--- src/rtl/eth_phy_mgr.sv ---
// PHY bring-up sequencer for eth_mdio: soft reset, ID1 read, AN restart, then periodic BMSR polling.
// First request 2 cycles after enable; each request is held until eth_mdio shows Busy, and a stuck or dataless frame latches Mgr_Err.
module eth_phy_mgr #(
    parameter logic [4:0]  PHY_ADDR    = 5'h01,
    parameter logic [15:0] RST_WAIT    = 16'd1000,
    parameter logic [23:0] POLL_PERIOD = 24'd1_000_000,
    parameter logic [15:0] TIMEOUT     = 16'd256
) (
    input  logic        Clk,
    input  logic        Rst,
    input  logic        Mgr_En,
    output logic [4:0]  MDIO_Phy_Addr_Recv,
    output logic [4:0]  MDIO_Reg_Addr_Recv,
    output logic        MDIO_Transc_Type_Recv,
    output logic        MDIO_En_Recv,
    output logic [15:0] MDIO_Wr_Dat_Recv,
    input  logic        MDIO_Busy,
    input  logic        MDIO_Data_Valid,
    input  logic [31:0] MDIO_Data,
    output logic        Link_Up,
    output logic        An_Done,
    output logic [15:0] Phy_Id1,
    output logic        Init_Done,
    output logic        Mgr_Err
);
    typedef enum logic [2:0] {
        S_IDLE, S_WR_RST, S_RST_WAIT, S_RD_ID, S_WR_AN, S_POLL_WAIT, S_RD_BMSR, S_HALT
    } mainState_t;
    typedef enum logic [1:0] {T_IDLE, T_REQ, T_ACT, T_GAP} xactState_t;

    localparam logic [23:0] RST_LAST  = {8'd0, RST_WAIT} - 24'd1;
    localparam logic [23:0] POLL_LAST = POLL_PERIOD - 24'd1;
    localparam logic [15:0] TMO_LAST  = TIMEOUT - 16'd1;

    mainState_t  mState;
    xactState_t  tState;
    logic [23:0] waitCnt;
    logic [15:0] tmoCnt;
    logic [1:0]  gapCnt;
    logic        seenValid;
    logic        reqWr;
    logic [4:0]  reqReg;
    logic [15:0] reqDat;
    logic        inXact;
    logic        tDone;
    logic        tmoHit;
    logic        noData;
    logic        unusedDataHi;

    assign unusedDataHi       = ^MDIO_Data[31:16];
    assign MDIO_Phy_Addr_Recv = PHY_ADDR;

    assign inXact = (mState == S_WR_RST) || (mState == S_RD_ID) ||
                    (mState == S_WR_AN)  || (mState == S_RD_BMSR);
    assign tDone  = (tState == T_GAP) && (gapCnt == 2'd3);
    assign tmoHit = (tState != T_IDLE) && (tmoCnt == TMO_LAST);
    // A read whose frame ends without a data strobe is as fatal as a hung frame.
    assign noData = (tState == T_ACT) && !MDIO_Busy && !MDIO_Transc_Type_Recv &&
                    !seenValid && !MDIO_Data_Valid;

    always_comb begin
        reqWr  = 1'b0;
        reqReg = 5'd0;
        reqDat = 16'h0000;
        case (mState)
            S_WR_RST:  begin reqWr = 1'b1; reqDat = 16'h8000; end
            S_RD_ID:   reqReg = 5'd2;
            S_WR_AN:   begin reqWr = 1'b1; reqDat = 16'h1200; end
            S_RD_BMSR: reqReg = 5'd1;
            default:   ;
        endcase
    end

    always_ff @(posedge Clk) begin
        if (Rst) begin
            mState                <= S_IDLE;
            tState                <= T_IDLE;
            waitCnt               <= '0;
            tmoCnt                <= '0;
            gapCnt                <= '0;
            seenValid             <= 1'b0;
            MDIO_Reg_Addr_Recv    <= '0;
            MDIO_Transc_Type_Recv <= 1'b0;
            MDIO_En_Recv          <= 1'b0;
            MDIO_Wr_Dat_Recv      <= '0;
            Link_Up               <= 1'b0;
            An_Done               <= 1'b0;
            Phy_Id1               <= '0;
            Init_Done             <= 1'b0;
            Mgr_Err               <= 1'b0;
        end else begin
            case (tState)
                T_IDLE: if (inXact) begin
                    tState                <= T_REQ;
                    MDIO_En_Recv          <= 1'b1;
                    MDIO_Reg_Addr_Recv    <= reqReg;
                    MDIO_Transc_Type_Recv <= reqWr;
                    MDIO_Wr_Dat_Recv      <= reqDat;
                    tmoCnt                <= '0;
                    seenValid             <= 1'b0;
                end
                T_REQ: begin
                    tmoCnt <= tmoCnt + 16'd1;
                    if (MDIO_Busy) begin
                        MDIO_En_Recv <= 1'b0;
                        tState       <= T_ACT;
                    end
                end
                T_ACT: begin
                    tmoCnt <= tmoCnt + 16'd1;
                    if (MDIO_Data_Valid) begin
                        seenValid <= 1'b1;
                        if (mState == S_RD_ID)
                            Phy_Id1 <= MDIO_Data[15:0];
                        if (mState == S_RD_BMSR) begin
                            Link_Up <= MDIO_Data[2];
                            An_Done <= MDIO_Data[5];
                        end
                    end
                    if (!MDIO_Busy) begin
                        tState <= T_GAP;
                        gapCnt <= '0;
                    end
                end
                T_GAP: begin
                    tmoCnt <= tmoCnt + 16'd1;
                    gapCnt <= gapCnt + 2'd1;
                    if (gapCnt == 2'd3)
                        tState <= T_IDLE;
                end
                default: tState <= T_IDLE;
            endcase

            case (mState)
                S_IDLE: begin
                    Init_Done <= 1'b0;
                    if (Mgr_En && !Mgr_Err)
                        mState <= S_WR_RST;
                end
                S_WR_RST: if (tDone) begin
                    mState    <= Mgr_En ? S_RST_WAIT : S_IDLE;
                    waitCnt   <= '0;
                    Init_Done <= 1'b0;
                end
                S_RST_WAIT: begin
                    if (!Mgr_En)
                        mState <= S_IDLE;
                    else if (waitCnt == RST_LAST)
                        mState <= S_RD_ID;
                    else
                        waitCnt <= waitCnt + 24'd1;
                end
                S_RD_ID: if (tDone)
                    mState <= Mgr_En ? S_WR_AN : S_IDLE;
                S_WR_AN: if (tDone) begin
                    mState    <= Mgr_En ? S_POLL_WAIT : S_IDLE;
                    Init_Done <= Mgr_En;
                    waitCnt   <= '0;
                end
                S_POLL_WAIT: begin
                    if (!Mgr_En) begin
                        mState    <= S_IDLE;
                        Init_Done <= 1'b0;
                    end else if (waitCnt == POLL_LAST)
                        mState <= S_RD_BMSR;
                    else
                        waitCnt <= waitCnt + 24'd1;
                end
                S_RD_BMSR: if (tDone) begin
                    mState    <= Mgr_En ? S_POLL_WAIT : S_IDLE;
                    Init_Done <= Mgr_En;
                    waitCnt   <= '0;
                end
                default: ;
            endcase

            // Error wins over every other transition, including a concurrent disable.
            if (tmoHit || noData) begin
                Mgr_Err      <= 1'b1;
                MDIO_En_Recv <= 1'b0;
                tState       <= T_IDLE;
                mState       <= S_HALT;
            end
        end
    end
endmodule

--- config.mk ---
export PLATFORM = sky130hd
export DESIGN_NAME = eth_phy_mgr
export DESIGN_NICKNAME = d
export VERILOG_FILES = /design/src/rtl/eth_phy_mgr.sv
export SDC_FILE = /design/constraint.sdc
export NUM_CORES = 1
export LEC_CHECK = 0
export BUFFER_PORTS_ARGS = -buffer_cell sky130_fd_sc_hd__buf_2
export CORE_ASPECT_RATIO = 1.5
export CORE_MARGIN = 5
export CORE_UTILIZATION = 55
export DETAILED_ROUTE_END_ITERATION = 7
export HOLD_SLACK_MARGIN = 0.12
export PLACE_DENSITY = 0.8
export SLEW_MARGIN = 20
export SYNTH_ARGS = -nofsm -noshare
export SYNTH_HDL_FRONTEND = slang
export SYNTH_SLANG_ARGS = --single-unit
--- constraint.sdc ---
create_clock -name Clk -period 2.86 [get_ports Clk]
set_clock_uncertainty 0.1 [all_clocks]
set_input_delay 0.572 -clock Clk [delete_from_list [all_inputs] [get_ports Clk]]
set_output_delay 0.572 -clock Clk [all_outputs]
set_load 0.02 [all_outputs]
---- After elaboration in Yosys (flattened, before gate mapping) ----
Index checks and enable logic that the tools add are counted.
storage, ports and cells
  register bits ........................... 91
  input bits .............................. 37
  word-level logic and storage cells ...... 131
  output and inout bits ................... 48
operators by class
  reductions and logical operators ........ 40
  mux-type cells .......................... 41
  $add $sub $neg .......................... 3
  equality and inequality tests ........... 32
operator list
  operator                                                count
  two-way mux 24 bit                                      5
  one-hot mux 24 bit (3 select lines)                     1
  one-hot mux 16 bit (2 select lines)                     2
  two-way mux 3 bit                                       11
  adder 24 x 1 -> 24 bit (second input constant)          1
  equality test 24 x 10 -> 1 bit (second input constant)  1
  equality test 24 x 20 -> 1 bit (second input constant)  1
  inequality test 2 bit (second input constant)           10
  one-hot mux 3 bit (6 select lines)                      1
  adder 16 x 1 -> 16 bit (second input constant)          1
  equality test 16 x 8 -> 1 bit (second input constant)   1
  two-way mux 16 bit                                      1
  two-way mux 2 bit                                       6
  AND reduction 3 bit                                     4
  equality test 3 bit (second input constant)             3
  two-way mux 1 bit                                       8
  inequality test 4 bit (second input constant)           2
  one-hot mux 2 bit (2 select lines)                      2
  one-hot mux 2 bit (4 select lines)                      1
  AND reduction 4 bit                                     2
  nonzero test 2 bit                                      4
  logical AND 1 bit                                       7
  AND reduction 7 bit                                     1
  nonzero test 7 bit                                      1
  other kinds (21)                                        39

---- Depth between registers and ports, before layout ----
  depth after elaboration ................. 8
  gate-level depth with buffers ........... 9
  depth with buffers taken out ............ 7

---- Least setup slack after synthesis ----
Ideal clock, no wire load.
  kind .................................... reg-to-reg
  start ................................... register waitCnt[0]
  end ..................................... register waitCnt[11]
  arrival time ............................ 1954 ps
  buffers on the path ..................... 1
  stages on the path, launching flop included .. 8
  slack ................................... 672 ps
  setup time .............................. 135 ps
  cells stage by stage .................... dfxtp_1 > ha_1 > nor4bb_1 > nand4_1 > o41a_1 > nand2_2 > buf_2 > o21ai_0
between the ends
  cells in the longest elaborated chain, start to end .. 4
  elaborated cells between the ends (all ways) .. 11
  classes of those cells .................. add/sub: 1; eq/ne: 4; mux: 5; reduce/logical: 1
RTL lines
  element                                       RTL line  source
  from (decl)                                   37        logic [23:0] waitCnt;
  from (signal assigned)                        151       waitCnt <= waitCnt + 24'd1;
  from (signal assigned)                        167       waitCnt <= waitCnt + 24'd1;
  adder 24 x 1 -> 24 bit                        151, 167
  two-way mux 24 bit, on equally long branches  164, 148
  two-way mux 24 bit, on equally long branches  161, 146
  one-hot mux 24 bit (3 select lines)           134       case (mState)
Several ways; a longest one is shown, not always the timed one. The select of a mux whose other input is x is not followed.
A chain may end at the register's enable or synchronous reset.

---- Worst setup path in the final report ----
  start ................................... register mState[2]
  end ..................................... register waitCnt[15]
between the ends
  cells in the longest elaborated chain, start to end .. 4
  elaborated cells between the ends (all ways) .. 14
  classes of those cells .................. eq/ne: 10; mux: 1; reduce/logical: 3
RTL lines
  element                                                                                RTL line  source
  from (decl)                                                                            35        mainState_t mState;
  from (signal assigned)                                                                 141       mState <= Mgr_En ? S_RST_WAIT : S_IDLE;
  from (signal assigned)                                                                 154       mState <= Mgr_En ? S_WR_AN : S_IDLE;
  from (signal assigned)                                                                 156       mState <= Mgr_En ? S_POLL_WAIT : S_IDLE;
  equality test 3 x 1 -> 1 bit / equality test 3 bit (equally long branches)             134
  OR reduction 3 bit (no line)                                                           -
  inequality test 2 x 1 -> 1 bit (no line) / nonzero test 3 bit (equally long branches)  -
  AND reduction 6 bit (no line)                                                          -
Several ways; a longest one is shown, not always the timed one.

==> summary.log <==
[die] num ports 85
[sta] worst slew pin tran 0.6178 ns
[worst_hold_path] Worst Hold Class reg -> reg
[sta] Min Clock Period, post-route 2.522 ns
[critical_path] type of the worst setup path reg -> reg
[detailed_routing] routed length per placed instance 14.87 um
[die] Initial Util 56.54%
[cts] number of buffers added by the clock tree synthesis step 9
[placement] HPWL reported at the end of detailed placement 6936 um
[worst_hold_path] number of instances on the worst hold path 2
[yosys] average instance area after synthesis 8.013 um2
[yosys] flop and latch count out of synthesis 74
[cells_and_area] layout filler cell count 669
[critical_path] Data arrival, critical path 2.66 ns
[yosys] summed instance area of the synthesized netlist 4086 um2
[cells_and_area] total inserted antenna cells 0
[power_and_ir_drop] power density over cell area 585.7 nW/um2
[grt] pin count of the biggest net entering global routing 33
[detailed_routing] number of DRC markers after the initial detailed-route iteration 169
[critical_path] critical-path maximum fanout 19
[run] reported max-cap violation count 0
[critical_path] Crit path required time 3.00 ns
[detailed_routing] Avg Vias per Cell 5.825
[sta] final worst path period share 88.19%
[sta] worst slew margin relative to its limit 58.52%
[cts] TritonCTS clock tree yes
[cts] # hold bufs at CTS 0
[cells_and_area] most frequent cells in the layout dfxtp_1 (74), nand2_1 (65), nor2_1 (49)
[sta] fmax 0.3965 GHz
[cts] Root Buffer Master clkbuf_8
[die] Die Y-Extent 115.6 um
[placement] global placement routability congestion 0.8919
[grt] number of global-route vias before repair 3,639
[detailed_routing] Post-DRT Antenna Nets 0
[grt] antenna violations before repair 0
[detailed_routing] total wirelength of the detailed-routed design 9664 um
[yosys] count of mapped cells out of synthesis 510
[cts] number of H-tree branching levels 3
[cts] post-CTS repair timing setup buffer count 0
[power_and_ir_drop] Worst IR Drop VDD 238.3 uV
[grt] first-pass GRT wire length 15,970 um
[cts] clock latency of the later-clocked register in the worst-skew pair 0.35 ns
[sta] setup repair after global routing missed its margin false
[sta] setup ws final 0.3378 ns
[yosys] number of warning messages in the yosys log 0
[cells_and_area] area of combinational cells with multiple inputs 2315 um2
[sta] Worst Hold Margin 0.3528 ns
[yosys] unique cell type count in the Yosys netlist 58
[sta] final number of hold-violating endpoints 0
[sta] max-slew violation count 0
[die] Core Rows 38
[cts] count of clock tree sinks 74
[die] Die X-Extent 80.38 um
[critical_path] crit path capture type register
[critical_path] Worst R2R Path Depth 5
[power_and_ir_drop] reported leakage power 1.685 nW
[cells_and_area] signed area change from the synthesized netlist to the final layout 10.50%
[cells_and_area] number of nets in the layout 590
[cts] clk buf depth 2
[sta] count of endpoints failing setup in the final report 0
[detailed_routing] remaining routing DRC violations 0
[detailed_routing] Via Count 3,786
[placement] Worst Setup Slack post-DPL 0.3293 ns
[yosys] part of the Yosys area used for sequential elements 36.25%
[yosys] share of async-settable or async-resettable flops after synthesis 0%
[critical_path] type of origin of the critical path register
[die] area enclosed by the die boundary 9290 um2
[die] Core ar. 7227 um2
[yosys] number of flops mapped to enable cells by yosys 0
[cells_and_area] fraction of final layout cells with drive strength greater than 1 15.45%
[run_status] status finished clean
[cells_and_area] leading cell type in the layout, fill and taps excluded dfxtp_1
[grt] sum of overflow across all layers after global routing 0
[cells_and_area] Seq. cell area 1481 um2
[placement] PortBufs 47
[yosys] flip-flop cell with the highest count after synthesis dfxtp_1
[sta] accumulated negative setup slack 0 ns
[grt] global-route usage over all layers 21.20%
[detailed_routing] length of the first detailed-routing pass in iterations 4
[cts] clock transition time at the flip-flop clock pins of the worst setup and hold paths 0.07 ns
-- through the flow --
step | util, % | instance area [um2] | std cells | power, W
final | 62.48 | 4516 | 650 | 0.002645
after global placement | 59.75 | 4318 | 634 | 0.001815
after CTS | 62.48 | 4516 | 650 | 0.002667
after floorplan | - | 4158 | 529 | 0.001686
after detailed placement | 59.75 | 4318 | 634 | 0.001845
after global routing | 62.48 | 4516 | 650 | 0.002801
-- kinds of logic (layout without fill, tap and decap cells) --
logic type      count (synthesis)  after routing  synth area share, %
compound gates                122            122                20.79
mux                             6              6                1.470
buf+inv                        71             92                8.849
fa+ha+maj                       8              8                2.450
xor+xnor                       17             17                3.644
other cells                     2             21               0.1838
flops                          74             74                36.25
simple gates                  210            210                26.36
-- registers in the layout, summed over array words and instances, names as in the netlist --
| name | count |
|---|---|
| Init_Done | 1 |
| An_Done | 1 |
| MDIO_Reg_Addr_Recv | 2 |
| Link_Up | 1 |
| gapCnt | 2 |
| mState | 3 |
| MDIO_En_Recv | 1 |
| waitCnt | 24 |
| seenValid | 1 |
| MDIO_Transc_Type_Recv | 1 |
| Phy_Id1 | 16 |
| tState | 2 |
| MDIO_Wr_Dat_Recv | 2 |
| tmoCnt | 16 |
| Mgr_Err | 1 |
-- worst max-delay path, cell delays in order (launching register included) --
cell and delay [ns]:
dfxtp_1 0.68, nor2b_1 0.43, a31o_2 0.23, o22a_1 0.27, nand2_2 0.30, o41ai_1 0.40
-- cell type report --
class	instances	share of cell area [%]
clock buffer	14	3.602
clock inverter	2	0.7758
inverter	15	1.247
multi-input combinational	384	51.26
sequential	74	32.81
tap	100	2.771
timing repair buffer	61	7.537
-- report_power, final --
part,internal [W],total (W),switching [W]
registers,0.00108,0.00114,0.0000606
logic,0.000246,0.000685,0.000439
clock network,0.000451,0.000820,0.000369
total,0.00178,0.00264,0.000868
-- what timing repair did --
action | 4_1_cts | 5_1_grt
hold endpoints to repair | 0 | 0
gates resized for setup | 0 | 0
endpoints found under the setup margin | 0 | 1
-- synthesized netlist by cell type, types with 5 or more instances --
library cell / number / share of area, %
nor4_1: 7 / 1.1
mux2i_1: 6 / 1.5
nor2_1: 49 / 4.5
a31oi_1: 6 / 0.92
clkbuf_1: 24 / 2.2
inv_1: 15 / 1.4
dfxtp_1: 74 / 36
o311ai_0: 16 / 3.4
o21ai_0: 14 / 1.7
a211oi_1: 5 / 0.92
nand3_1: 22 / 2.7
o41ai_1: 11 / 2.4
ha_1: 8 / 2.4
nand2_1: 65 / 6.0
a21oi_1: 38 / 4.7
or3_1: 9 / 1.4
buf_4: 22 / 4.0
and3_1: 6 / 0.92
buf_2: 10 / 1.2
xor2_1: 13 / 2.8
nand4_1: 13 / 2.0
nand2b_1: 8 / 1.2
-- routing by layer --
layer  wire [um]  part of all wire, %  vias to the layer above  track usage (%)
li1            -                    -                     1885                -
met1        3895                   40                     1812            23.29
met2        5282                   55                       76            37.78
met3         328                  3.4                       13            4.821
met4         157                  1.6                        0            10.60
met5           0                    0                        -                0
-- final timing paths --
path,from,slack [ns],end
max reg2reg,mState[2],0.34,waitCnt[15]
min reg2reg,Phy_Id1[8],0.35,Phy_Id1[8]
max,mState[2],0.34,waitCnt[15]
min,Phy_Id1[8],0.35,Phy_Id1[8]
Note: power is estimated with default switching activity, not from simulation.
